## config.mk

```make
export PLATFORM = sky130hd
export DESIGN_NAME = tc21073_div_8_flat
export DESIGN_NICKNAME = d
export VERILOG_FILES = /design/src/rtl/tc21073_div_pkg.sv /design/src/rtl/tc21073_div_8_if.sv /design/src/rtl/tc21073_div_8_sub.sv /design/src/rtl/tc21073_div_8.sv /design/src/flat_wrapper.sv
export SDC_FILE = /design/constraint.sdc
export NUM_CORES = 1
export LEC_CHECK = 0
export CAP_MARGIN = 10
export CORE_MARGIN = 2
export CORE_UTILIZATION = 52
export CTS_CLUSTER_SIZE = 28
export DETAILED_ROUTE_END_ITERATION = 8
export GPL_ROUTABILITY_DRIVEN = 0
export PLACE_DENSITY = 0.78
export SYNTH_ARGS = -nofsm -noshare
export SYNTH_HDL_FRONTEND = slang
export SYNTH_SLANG_ARGS = --single-unit
export TNS_END_PERCENT = 100
```

## constraint.sdc

```tcl
create_clock -name clk -period 4.29 [get_ports clk]
set_clock_uncertainty 0.15 [all_clocks]
set_input_delay 0.6435 -clock clk [delete_from_list [all_inputs] [get_ports clk]]
set_output_delay 0.6435 -clock clk [all_outputs]
set_load 0.05 [all_outputs]
```

## src/rtl/tc21073_div_pkg.sv

```systemverilog
// tc21073_div_pkg: shared width constants and FSM state type for the 8-bit restoring divider.
package tc21073_div_pkg;
    localparam int DW = 8;
    localparam int ITER_W = 4;
    typedef enum logic [1:0] {IDLE, RUN, DONE} div_state_t;
endpackage

```

## src/rtl/tc21073_div_8_if.sv

```systemverilog
// tc21073_div_8_if: start/busy/done handshake plus operand and result buses of the divider.
interface tc21073_div_8_if;
    import tc21073_div_pkg::*;
    logic start;
    logic [DW-1:0] dividend;
    logic [DW-1:0] divisor;
    logic busy;
    logic done;
    logic [DW-1:0] quotient;
    logic [DW-1:0] remainder;
    logic div_by_zero;
    modport master (
        output start, dividend, divisor,
        input busy, done, quotient, remainder, div_by_zero
    );
    modport slave (
        input start, dividend, divisor,
        output busy, done, quotient, remainder, div_by_zero
    );
endinterface

```

## src/rtl/tc21073_div_8_sub.sv

```systemverilog
// tc21073_div_8_sub: 8-bit ripple subtractor stage, sum = a + ~b + cin; cout = 1 means no borrow.
module tc21073_div_8_sub
    import tc21073_div_pkg::*;
(
    input  logic [DW-1:0] a_i,
    input  logic [DW-1:0] b_i,
    input  logic          cin_i,
    output logic [DW-1:0] sum_o,
    output logic          cout_o
);
    logic [DW-1:0] nb;
    logic [DW:0] c;
    assign nb = ~b_i;
    assign c[0] = cin_i;
    for (genvar g = 0; g < DW; g++) begin : g_fa
        assign sum_o[g] = a_i[g] ^ nb[g] ^ c[g];
        assign c[g+1] = (a_i[g] & nb[g]) | (c[g] & (a_i[g] ^ nb[g]));
    end
    assign cout_o = c[DW];
endmodule

```

## src/rtl/tc21073_div_8.sv

```systemverilog
// tc21073_div_8: sequential 8-bit unsigned restoring divider, one quotient bit per cycle.
// Define TC21073_DIV_DBZ_EN to finish a zero-divisor request immediately and flag div_by_zero.
module tc21073_div_8
    import tc21073_div_pkg::*;
(
    input logic clk,
    input logic rst,
    tc21073_div_8_if.slave bus
);
    div_state_t state_q, state_d;
    logic [DW-1:0] q_q, r_q, d_q, quot_q, rem_q;
    logic [DW-1:0] sum, r_nxt, q_nxt;
    logic [ITER_W-1:0] cnt_q;
    logic [DW:0] r9;
    logic cout, accept, go, last, dbz_start;

    assign go = bus.start && state_q != RUN;
    assign last = cnt_q == ITER_W'(DW - 1);
    assign r9 = {r_q, q_q[DW-1]};

    tc21073_div_8_sub u_sub (
        .a_i    (r9[DW-1:0]),
        .b_i    (d_q),
        .cin_i  (1'b1),
        .sum_o  (sum),
        .cout_o (cout)
    );

    // a set ninth bit means the shifted remainder already exceeds any 8-bit divisor
    assign accept = r9[DW] | cout;
    assign r_nxt = accept ? sum : r9[DW-1:0];
    assign q_nxt = {q_q[DW-2:0], accept};

`ifdef TC21073_DIV_DBZ_EN
    logic dbz_q;
    assign dbz_start = bus.divisor == '0;
    assign bus.div_by_zero = dbz_q;
    always_ff @(posedge clk) begin
        if (rst) dbz_q <= 1'b0;
        else if (go) dbz_q <= dbz_start;
    end
`else
    assign dbz_start = 1'b0;
    assign bus.div_by_zero = 1'b0;
`endif

    always_ff @(posedge clk) begin
        if (rst) state_q <= IDLE;
        else state_q <= state_d;
    end

    always_comb begin
        state_d = state_q == RUN ? (last ? DONE : RUN) : go ? (dbz_start ? DONE : RUN) : IDLE;
    end

    always_comb begin
        bus.busy = state_q == RUN;
        bus.done = state_q == DONE;
    end

    always_ff @(posedge clk) begin
        if (rst) begin
            q_q <= '0;
            r_q <= '0;
            d_q <= '0;
            cnt_q <= '0;
            quot_q <= '0;
            rem_q <= '0;
        end else if (go) begin
            q_q <= bus.dividend;
            r_q <= '0;
            d_q <= bus.divisor;
            cnt_q <= '0;
            quot_q <= dbz_start ? '1 : '0;
            rem_q <= dbz_start ? bus.dividend : '0;
        end else if (state_q == RUN) begin
            q_q <= q_nxt;
            r_q <= r_nxt;
            cnt_q <= cnt_q + 1'b1;
            if (last) begin
                quot_q <= q_nxt;
                rem_q <= r_nxt;
            end
        end
    end

    assign bus.quotient = quot_q;
    assign bus.remainder = rem_q;
endmodule

```

## src/flat_wrapper.sv

```systemverilog
// flat-port wrapper written by rule: the top's interface ports become plain ports
module tc21073_div_8_flat import tc21073_div_pkg::*;
  (clk, rst, bus_start, bus_dividend, bus_divisor, bus_busy, bus_done, bus_quotient, bus_remainder, bus_div_by_zero);
  tc21073_div_8_if bus_i ();
  input logic clk;
  input logic rst;
  input wire logic [$bits(bus_i.start)-1:0] bus_start;
  input wire logic [$bits(bus_i.dividend)-1:0] bus_dividend;
  input wire logic [$bits(bus_i.divisor)-1:0] bus_divisor;
  output wire logic [$bits(bus_i.busy)-1:0] bus_busy;
  output wire logic [$bits(bus_i.done)-1:0] bus_done;
  output wire logic [$bits(bus_i.quotient)-1:0] bus_quotient;
  output wire logic [$bits(bus_i.remainder)-1:0] bus_remainder;
  output wire logic [$bits(bus_i.div_by_zero)-1:0] bus_div_by_zero;
  assign bus_i.start = bus_start;
  assign bus_i.dividend = bus_dividend;
  assign bus_i.divisor = bus_divisor;
  assign bus_busy = bus_i.busy;
  assign bus_done = bus_i.done;
  assign bus_quotient = bus_i.quotient;
  assign bus_remainder = bus_i.remainder;
  assign bus_div_by_zero = bus_i.div_by_zero;
  tc21073_div_8 u_core (.clk(clk), .rst(rst), .bus(bus_i));
endmodule
```

==> results of run 1 <==
==> worst max path at each step <==
stage	startpoint	end	slack [ps]	depth (start not counted)
after global routing	u_core.q_q[7]	u_core.r_q[7]	100	15
after global placement	u_core.q_q[7]	u_core.r_q[7]	380	15
after detailed placement	u_core.q_q[7]	u_core.r_q[7]	300	15
after CTS	u_core.q_q[7]	u_core.r_q[7]	270	15
after floorplan	u_core.q_q[7]	u_core.r_q[7]	470	15
final	u_core.q_q[7]	u_core.r_q[7]	270	15
==> sequential cells by signal (all words and copies together) (netlist names) <==
name	count
u_core.q_q	8
u_core.bus.quotient	8
u_core.bus.remainder	8
u_core.cnt_q	4
u_core.r_q	8
u_core.state_q	2
u_core.d_q	8
==> critical path, cell delays in order, from the launching register on <==
cell     delay [ps]
dfxtp_1         400
inv_1            70
ha_1            190
fa_1            370
fa_1            390
fa_1            390
fa_1            360
inv_1            70
fa_1            150
inv_1            40
fa_1            350
inv_1            80
fa_1            440
and2_1          170
o21ai_0         190
a21oi_2          70
==> power by group <==
part	leakage (nW)	internal (W)	switching (W)	total [W]
registers	0.375	0.000445	0.0000188	0.000464
clock network	0.0482	0.000130	0.000146	0.000276
logic	0.483	0.0000755	0.000105	0.000181
total	0.906	0.000651	0.000270	0.000921
==> cells by family after synthesis <==
kind of cell / after synthesis
compound gates: 89
xor+xnor: 2
fa+ha+maj: 9
buf+inv: 35
flops: 46
mux: 9
other cells: 1
simple gates: 49
==> synth_stat cells, drive strengths merged, types with 2 or more instances <==
library cell	n
dfxtp	46
a21oi	34
o21ai	30
buf	17
nand3	16
inv	13
a211oi	12
nor2	12
mux2i	9
nand2	8
fa	7
o2111ai	6
o211ai	6
clkbuf	5
nor3	3
ha	2
nand2b	2
nor2b	2
xnor2	2
==> stage by stage <==
step                instance area (um2)  power (W)  std cells  util (%)
floorplan                          2240   0.000611        240         -
global placement                   2570   0.000650        312      63.0
detailed placement                 2570   0.000654        312      63.0
CTS                                2670   0.000925        320      65.2
global route                       2670   0.000967        320      65.2
finish                             2670   0.000921        320      65.2
==> final cells by class <==
cell class	count	area share, %
repair buffers	44	15.8
inverters	13	1.83
clock inverters	1	0.188
flip-flops and latches	46	34.5
well taps	50	2.35
clock buffers	7	3.24
multi-input cells	159	42.1
==> routing by layer <==
metal  vias up  routed length [um]  share of wire [%]
li1        901                   -                  -
met1       829                2190                 47
met2        70                2080                 44
met3         6                 349                7.5
met4         0                  63                1.3
met5         -                   0                  0
==> metrics.txt, run 1 <==
setup ws final 267 ps; Yosys top cell area share 41.1%; M1 GR Usage 29.8%; Hold Startpoint u_core.d_q[5]; Lkg Pwr 0.906 nW; Rows 23; Net Count, Synth 268; most frequent cells in the layout dfxtp_1, clkdlybuf4s50_1, o21ai_0; Worst Hold Class register to register; Root Buffer clkbuf_8; unrepaired setup endpoints after global routing no; Initial Utilization 54.8%; Routed WL per cell 14.6 um; fraction of layout cells with a size suffix above 1 14.8%; mux share of post-synthesis cell area 4.02%; CTS sink cnt 46; met3 Use GR 4.36%; largest cells by area after synthesis dfxtp_1, a21oi_2, fa_1; Worst setup SP type register; I/O pin cnt 38; worst endpoint required time 4310 ps; diode count 0; vias in the first global route 1671; Peak supply drop 0.194 mV; clk_lat worst skew 300 ps; syn_area_per_cell 9.34 um2; Core ar. 4090 um2; CTS buffer count 5; number of flops mapped to enable cells by yosys 0; final wirelength 4680 um; most common cell after layout, fill and taps aside dfxtp_1; remaining global-route overflow 0; Storage cell area 921 um2; r2r worst-path depth 15; post-CTS setup buffers 0; dpl hpwl 3190 um; Reg clk slew, reported paths 80 ps; Worst Hold Endpoint u_core.d_q[5]; Finish-stage setup viols 0; Hold Path Depth 2; Die ar. 4850 um2; antenna violations before repair 0; R2R setup slack 270 ps; Final Hold Viols 0; Initial DRC Count 100; post-synthesis compound-gate area fraction 26.9%; CP endpoint kind register; xor and xnor area share after synthesis 0.782%; critical path class register to register; Final #Nets 297; Final min period 4020 ps; total number of vias 1806; post-synthesis adder-cell area fraction 7.37%; fillers 364; hold_ws 330 ps; largest net degree at the start of global routing 38; worst-margin pin slew 724 ps; Die Y 69.6 um; CTS H-Tree Depth 2; max frequency 249 MHz; prevailing post-synth register cell dfxtp_1; critical path arrival 4040 ps; met2 Usage GRT 30.6%; Syn. warnings 0; RR Startpoint u_core.q_q[7]; area delta synth->final 19.0%; drt drc 0; area of the multi-input gates 1120 um2; most crowded layer after global routing met2; Async S/R FF share, synth 0%; Vias/cell 5.64; 1st-pass router iterations 4; synthesized area 2240 um2; fin crit share 93.8%; critical path peak fanout 4; simple-gate share of the synthesized area 10.8%; post-route ant nets 0; CTS Hold Bufs 0; CTS tree yes; worst r2r dst u_core.r_q[7]; main combinational cell family by area after synthesis compound AO/OA/AOI/OAI gates; GRT Util Overall 20.5%; first-pass GRT wire length 8010 um; clock buffer depth 2; worst slack, placed 301 ps; Die Wd 69.6 um; post-synthesis instance total 240; Synth cell types 34; register bit count reported by yosys 46; Max Cap Viol 0; Cell Pwr Density 345 nW/um2; outcome completed; Worst slew margin 51.6%; Yosys top cell by area dfxtp_1; cts repair resizes 0; PortBufs 36; fin. max-slew vios 0; sequential share of the synthesized area 41.1%; setup TNS 0 ps
(Power assumes the default switching activity.)
==> run 2, diff against run 1 <==
GPL_ROUTABILITY_DRIVEN = 1   (was 0)
==> results of run 2 <==
Final layout, timing and power as in run 1 (identical DEF).
